### src/rtl/rs232_pkg.sv
// Shared register map, status bit positions and FSM encoding for the RS232 register block.
// Also imported by the RSA wrapper so that both sides decode the same addresses.
package rs232_pkg;

  localparam int RX_BASE     = 0;
  localparam int TX_BASE     = 4;
  localparam int STATUS_BASE = 8;

  localparam int TX_OK_BIT  = 6;
  localparam int RX_OK_BIT  = 7;
  localparam int TX_OVF_BIT = 8;
  localparam int RX_UDF_BIT = 9;

  typedef enum logic {IDLE, RESP} state_t;

endpackage

### src/rtl/rs232_avm_slave_byte_fifo.sv
// Byte FIFO with power-of-2 depth; head is combinational from the read pointer, zero when empty.
// Push when full and pop when empty are ignored, so callers may request them freely.
module byte_fifo #(
  parameter int DEPTH = 16,
  parameter int WIDTH = 8
) (
  input  logic                   clk,
  input  logic                   rst,
  input  logic                   push,
  input  logic [WIDTH-1:0]       push_data,
  input  logic                   pop,
  output logic                   full,
  output logic                   empty,
  output logic [$clog2(DEPTH):0] count,
  output logic [WIDTH-1:0]       head
);

  localparam int AW = $clog2(DEPTH);

  logic [WIDTH-1:0] mem [DEPTH];
  logic [AW-1:0]    wr_ptr;
  logic [AW-1:0]    rd_ptr;
  logic             do_push;
  logic             do_pop;

  assign full    = (count == (AW+1)'(DEPTH));
  assign empty   = (count == '0);
  assign do_push = push && !full;
  assign do_pop  = pop && !empty;
  assign head    = empty ? '0 : mem[rd_ptr];

  // Pointers wrap naturally because DEPTH is a power of 2.
  always_ff @(posedge clk or posedge rst) begin
    if (rst) begin
      wr_ptr <= '0;
      rd_ptr <= '0;
      count  <= '0;
    end else begin
      if (do_push) wr_ptr <= wr_ptr + 1'b1;
      if (do_pop)  rd_ptr <= rd_ptr + 1'b1;
      case ({do_push, do_pop})
        2'b10:   count <= count + 1'b1;
        2'b01:   count <= count - 1'b1;
        default: count <= count;
      endcase
    end
  end

  always_ff @(posedge clk) begin
    if (do_push) mem[wr_ptr] <= push_data;
  end

endmodule

### src/rtl/rs232_avm_slave.sv
// Avalon-MM RS232 register block: RX/TX byte FIFOs plus sticky status, two cycles per access.
// Side effects and readdata are committed on the accept edge in IDLE; waitrequest drops in RESP.
module rs232_avm_slave #(
  parameter int FIFO_DEPTH = 16,
  parameter int ADDR_W     = 5
) (
  input  logic              avm_clk,
  input  logic              avm_rst,
  input  logic [ADDR_W-1:0] avm_address,
  input  logic              avm_read,
  input  logic              avm_write,
  input  logic [31:0]       avm_writedata,
  output logic [31:0]       avm_readdata,
  output logic              avm_waitrequest,
  input  logic [7:0]        rx_data,
  input  logic              rx_valid,
  output logic              rx_ready,
  output logic [7:0]        tx_data,
  output logic              tx_valid,
  input  logic              tx_ready
);

  import rs232_pkg::*;

  localparam int CW = $clog2(FIFO_DEPTH) + 1;

  state_t       state;
  logic         tx_overflow;
  logic         rx_underflow;
  logic         accept;
  logic         is_rd;
  logic         hit_rx;
  logic         hit_tx;
  logic         hit_status;
  logic         rx_pop;
  logic         tx_push;
  logic         rx_full;
  logic         rx_empty;
  logic         tx_full;
  logic         tx_empty;
  logic [CW-1:0] rx_count;
  logic [CW-1:0] tx_count;
  logic [7:0]   rx_head;
  logic [31:0]  status_word;
  logic [31:0]  rd_word;
  logic         unused_bits;

  assign unused_bits = ^{avm_writedata[31:10], rx_count, tx_count};

  assign rx_ready = !rx_full;
  assign tx_valid = !tx_empty;

  always_comb begin
    accept      = (state == IDLE) && (avm_read || avm_write);
    is_rd       = avm_read && !avm_write;
    hit_rx      = (avm_address == ADDR_W'(RX_BASE));
    hit_tx      = (avm_address == ADDR_W'(TX_BASE));
    hit_status  = (avm_address == ADDR_W'(STATUS_BASE));
    rx_pop      = accept && is_rd && hit_rx && !rx_empty;
    tx_push     = accept && avm_write && hit_tx && !tx_full;

    // Occupancy is taken before this edge's line-side push/pop.
    status_word             = '0;
    status_word[RX_OK_BIT]  = !rx_empty;
    status_word[TX_OK_BIT]  = !tx_full;
    status_word[TX_OVF_BIT] = tx_overflow;
    status_word[RX_UDF_BIT] = rx_underflow;

    rd_word = '0;
    if (is_rd && hit_rx)     rd_word = {24'h0, rx_head};
    if (is_rd && hit_status) rd_word = status_word;
  end

  always_ff @(posedge avm_clk or posedge avm_rst) begin
    if (avm_rst) begin
      state           <= IDLE;
      avm_waitrequest <= 1'b1;
      avm_readdata    <= '0;
      tx_overflow     <= 1'b0;
      rx_underflow    <= 1'b0;
    end else begin
      case (state)
        IDLE: begin
          if (accept) begin
            state           <= RESP;
            avm_waitrequest <= 1'b0;
            avm_readdata    <= rd_word;
            if (avm_write && hit_tx && tx_full) tx_overflow <= 1'b1;
            if (avm_write && hit_status && avm_writedata[TX_OVF_BIT]) tx_overflow <= 1'b0;
            if (is_rd && hit_rx && rx_empty) rx_underflow <= 1'b1;
            if (avm_write && hit_status && avm_writedata[RX_UDF_BIT]) rx_underflow <= 1'b0;
          end
        end
        RESP: begin
          state           <= IDLE;
          avm_waitrequest <= 1'b1;
        end
        default: begin
          state           <= IDLE;
          avm_waitrequest <= 1'b1;
        end
      endcase
    end
  end

  byte_fifo #(.DEPTH(FIFO_DEPTH), .WIDTH(8)) u_rx_fifo (
    .clk       (avm_clk),
    .rst       (avm_rst),
    .push      (rx_valid && rx_ready),
    .push_data (rx_data),
    .pop       (rx_pop),
    .full      (rx_full),
    .empty     (rx_empty),
    .count     (rx_count),
    .head      (rx_head)
  );

  byte_fifo #(.DEPTH(FIFO_DEPTH), .WIDTH(8)) u_tx_fifo (
    .clk       (avm_clk),
    .rst       (avm_rst),
    .push      (tx_push),
    .push_data (avm_writedata[7:0]),
    .pop       (tx_valid && tx_ready),
    .full      (tx_full),
    .empty     (tx_empty),
    .count     (tx_count),
    .head      (tx_data)
  );

endmodule

### config.mk
export PLATFORM = sky130hd
export DESIGN_NAME = rs232_avm_slave
export DESIGN_NICKNAME = d
export VERILOG_FILES = /design/src/rtl/rs232_pkg.sv /design/src/rtl/rs232_avm_slave_byte_fifo.sv /design/src/rtl/rs232_avm_slave.sv
export SDC_FILE = /design/constraint.sdc
export NUM_CORES = 1
export LEC_CHECK = 0
export BUFFER_PORTS_ARGS = -buffer_cell sky130_fd_sc_hd__buf_4
export CAP_MARGIN = 20
export CORE_MARGIN = 2
export CORE_UTILIZATION = 30
export CTS_BUF_LIST = sky130_fd_sc_hd__clkbuf_8
export CTS_CLUSTER_DIAMETER = 30
export DETAILED_ROUTE_END_ITERATION = 10
export PLACE_DENSITY = 0.54
export SLEW_MARGIN = 15
export SYNTH_ARGS = -nofsm -noshare
export SYNTH_HDL_FRONTEND = slang
export SYNTH_SLANG_ARGS = --single-unit
### constraint.sdc
create_clock -name avm_clk -period 3.15 [get_ports avm_clk]
set_clock_uncertainty 0.1 [all_clocks]
set_input_delay 0.1575 -clock avm_clk [delete_from_list [all_inputs] [get_ports avm_clk]]
set_output_delay 0.1575 -clock avm_clk [all_outputs]
set_load 0.05 [all_outputs]
==> flow_metrics.env <==
export IMPL_worstSetupPathType="register to output pin"
export IMPL_powerDensity_nw_per_um2=848
export IMPL_max_slew_margin_rel_pct=34.9
export IMPL_htree_levels=3
export IMPL_grt_max_degree=37
export IMPL_synth_top_cell_by_area="edfxtp_1"
export IMPL_yosysTopAreaCellShare_pct=63.7
export IMPL_synthToLayoutAreaGrowth_pct=24.9
export IMPL_antenna_found_initial=0
export IMPL_grt_pass1_wl_um=39300
export IMPL_most_common_layout_cells="256 x edfxtp_1, 85 x buf_4, 73 x clkbuf_8"
export IMPL_place_worst_setup_slack_ps=393
export IMPL_root_buffer="clkbuf_8"
export IMPL_peakVddDrop_uv=397
export IMPL_crit_top_cell="mux4_2"
export IMPL_synth_cells=647
export IMPL_fin_ws_ps=206
export IMPL_crit_buf_inv=2
export IMPL_critPathMaxStageDelay_ps=590
export IMPL_cp_start_kind="register"
export IMPL_cts_setup_buffers=0
export IMPL_final_common_cell="edfxtp_1"
export IMPL_leakage_nw=5.31
export IMPL_max_freq_mhz=340
export IMPL_critical_path_depth=5
export IMPL_ys_seq_elements=296
export IMPL_ant_nets=0
export IMPL_yosysWarningCount=0
export IMPL_drc=0
export IMPL_maxSlewViolCount=0
export IMPL_die_h_um=205
export IMPL_setup_viol=0
export IMPL_cts_sinks=296
export IMPL_cp_arrival_ps=2690
export IMPL_port_buffers=49
export IMPL_status="finished clean"
export IMPL_nNetsFinal=868
export IMPL_rows=73
export IMPL_die_area_um2=41900
export IMPL_drv_cap=0
export IMPL_grt_use_total_pct=12.7
export IMPL_drtIter0Drc=396
export IMPL_cp_max_fo=35
export IMPL_die_width_um=205
export IMPL_synth_main_ff_cell="edfxtp_1"
export IMPL_num_vias=6253
export IMPL_fin_setup_tns_ps=0
export IMPL_yosysSeqAreaShare_pct=72.0
export IMPL_cp_cell_sequence="buf_12, mux4_2, mux4_2, nor2b_1, buf_4"
export IMPL_layout_drive_gt1_share_pct=32.7
export IMPL_finalCritPeriodShare_pct=93.4
export IMPL_final_min_clock_period_ps=2940
export IMPL_boundaryPins=94
export IMPL_wirelength_um=25500
export IMPL_cp_slowest_cell="mux4_2"
export IMPL_hold_slack_ps=59.0
export IMPL_cp_data_required_time_ps=2890
export IMPL_drt_vias_per_instance=4.53
export IMPL_numCtsBuffers=70
export IMPL_grt_overflow_total=0
export IMPL_power_mw=12.8
export IMPL_synth_avg_cell_area_um2=18.7
export IMPL_clk_latency_ps=590
export IMPL_place_congestion=0.760
export IMPL_wl_per_cell_um=18.5
export IMPL_rsz0062_at_grt="false"
export IMPL_endpoint_kind="output pin"
export IMPL_hold_violations=0
export IMPL_grt_pass1_vias=6608
export IMPL_start_util_pct=30.4
export IMPL_clkTransAtPathRegs_ps=50
export IMPL_synth_cell_types=44
export IMPL_synth_edf_count=256
export IMPL_insertedDiodeCount=0
export IMPL_syn_area_um2=12100
export IMPL_synth_area_top_cells="edfxtp_1 64%, mux4_2 13%, dfrtp_1 8.1%, ha_1 1.9%, buf_4 1.4%"
export IMPL_cts_tree="done"
export IMPL_reg2regPathDepth=12
export IMPL_crit_family="multiplexers"
export IMPL_synth_async_reset_ratio_pct=13.5
export IMPL_min_path_type="primary input to async pin"
export IMPL_core_um2=39700
export IMPL_cts_path_max_buffers=3
export IMPL_tightestPinTransition_ps=973
export IMPL_first_pass_iters=5
export IMPL_hpwl_um=16100
## layer usage
layer	up-vias	part of all wire, %	track usage (%)
li1	2835	-	-
met4	0	2.4	5.12
met1	3213	45	16.7
met5	-	0	0
met3	52	4.6	3.28
met2	153	48	20.0
## final cells by class
cell class,count,area [um^2]
Inverter,11,41.3
Tap cell,525,657
Fill cell,3700,24700
Clock inverter,56,633
Multi-Input combinational cell,305,3090
Clock buffer,73,1000
Sequential cell,296,8690
Timing Repair Buffer,114,948
## Yosys cell counts, drive strengths merged, types with 2 or more instances
| cell type | n |
|---|---|
| edfxtp | 256 |
| mux4 | 71 |
| buf | 39 |
| dfrtp | 39 |
| nor2 | 35 |
| nand2 | 30 |
| ha | 18 |
| clkbuf | 17 |
| a22oi | 15 |
| nor2b | 15 |
| nor3 | 13 |
| xnor2 | 13 |
| inv | 11 |
| xor2 | 10 |
| o21ai | 9 |
| a21oi | 8 |
| a22o | 8 |
| nand2b | 5 |
| nand4 | 5 |
| mux2 | 4 |
| a21o | 3 |
| a31oi | 3 |
| and2 | 3 |
| mux2i | 2 |
| nand4b | 2 |
| nor4 | 2 |
## where the power goes
part	leakage, nW	total, mW	internal (mW)	switching, mW
registers	2.80	4.87	4.59	0.279
clock network	0.845	5.11	3.26	1.85
logic	1.66	2.79	1.25	1.55
total	5.31	12.8	9.10	3.67
## path summary, 6_finish.rpt
path	start	slack, ps	end
worst min-delay path	avm_rst	60	u_tx_fifo.rd_ptr[1]
min in group avm_clk	avm_address[4]	120	avm_readdata[6]
worst max-delay path	u_tx_fifo.rd_ptr[0]	210	tx_data[3]
worst min register to register	u_tx_fifo.count[4]	390	u_tx_fifo.count[4]
worst max register to register	u_tx_fifo.count[1]	410	u_tx_fifo.count[4]
max in group asynchronous	avm_rst	2120	avm_waitrequest
## kinds of logic after synthesis
logic type,Yosys count,synth area share (%)
AOI/OAI and AO/OA,52,2.93
xor gates and xnor gates,23,1.67
adders and majority gates,19,2.03
buffers and inverters,67,3.07
DFF,296,72.0
muxes,77,13.8
other,1,0.0311
and+or+nand+nor,112,4.48
## through the flow
stage / instances / util, % / cell area [um^2]
6_report: 1380 / 37.9 / 15100
5_1_grt: 1380 / 37.9 / 15100
4_1_cts: 1380 / 37.9 / 15100
3_5_place_dp: 1224 / 33.1 / 13200
3_3_place_gp: 1224 / 33.1 / 13200
2_1_floorplan: 668 / - / 12100
## what timing repair did
action / 4_1_cts / 5_1_grt
endpoints found under the setup margin: 0 / 0
hold buffers: 27 / 0
endpoints found under the hold margin: 303 / 0
gates resized for setup: 0 / 0
## flip-flops by register name (all words and copies together), names as in the netlist
name,cells
rx_underflow,1
avm_waitrequest,1
u_tx_fifo.rd_ptr,4
u_rx_fifo.count,5
u_rx_fifo.mem,128
u_tx_fifo.count,5
state,1
avm_readdata,10
u_tx_fifo.mem,128
u_rx_fifo.wr_ptr,4
u_tx_fifo.wr_ptr,4
tx_overflow,1
u_rx_fifo.rd_ptr,4
## worst register-to-register path, cell delays in order, from the launching register on
cell     delay [ps]
dfrtp_1         440
nor4_1          350
and2_1          310
nor3_4           60
inv_2            60
ha_1            320
xor2_1          190
ha_1            210
nor2b_1         130
o21ai_0          90
a31oi_1         160
nor2_1           60
xor2_1          140
No activity file was read; power rests on OpenSTA's default activity.
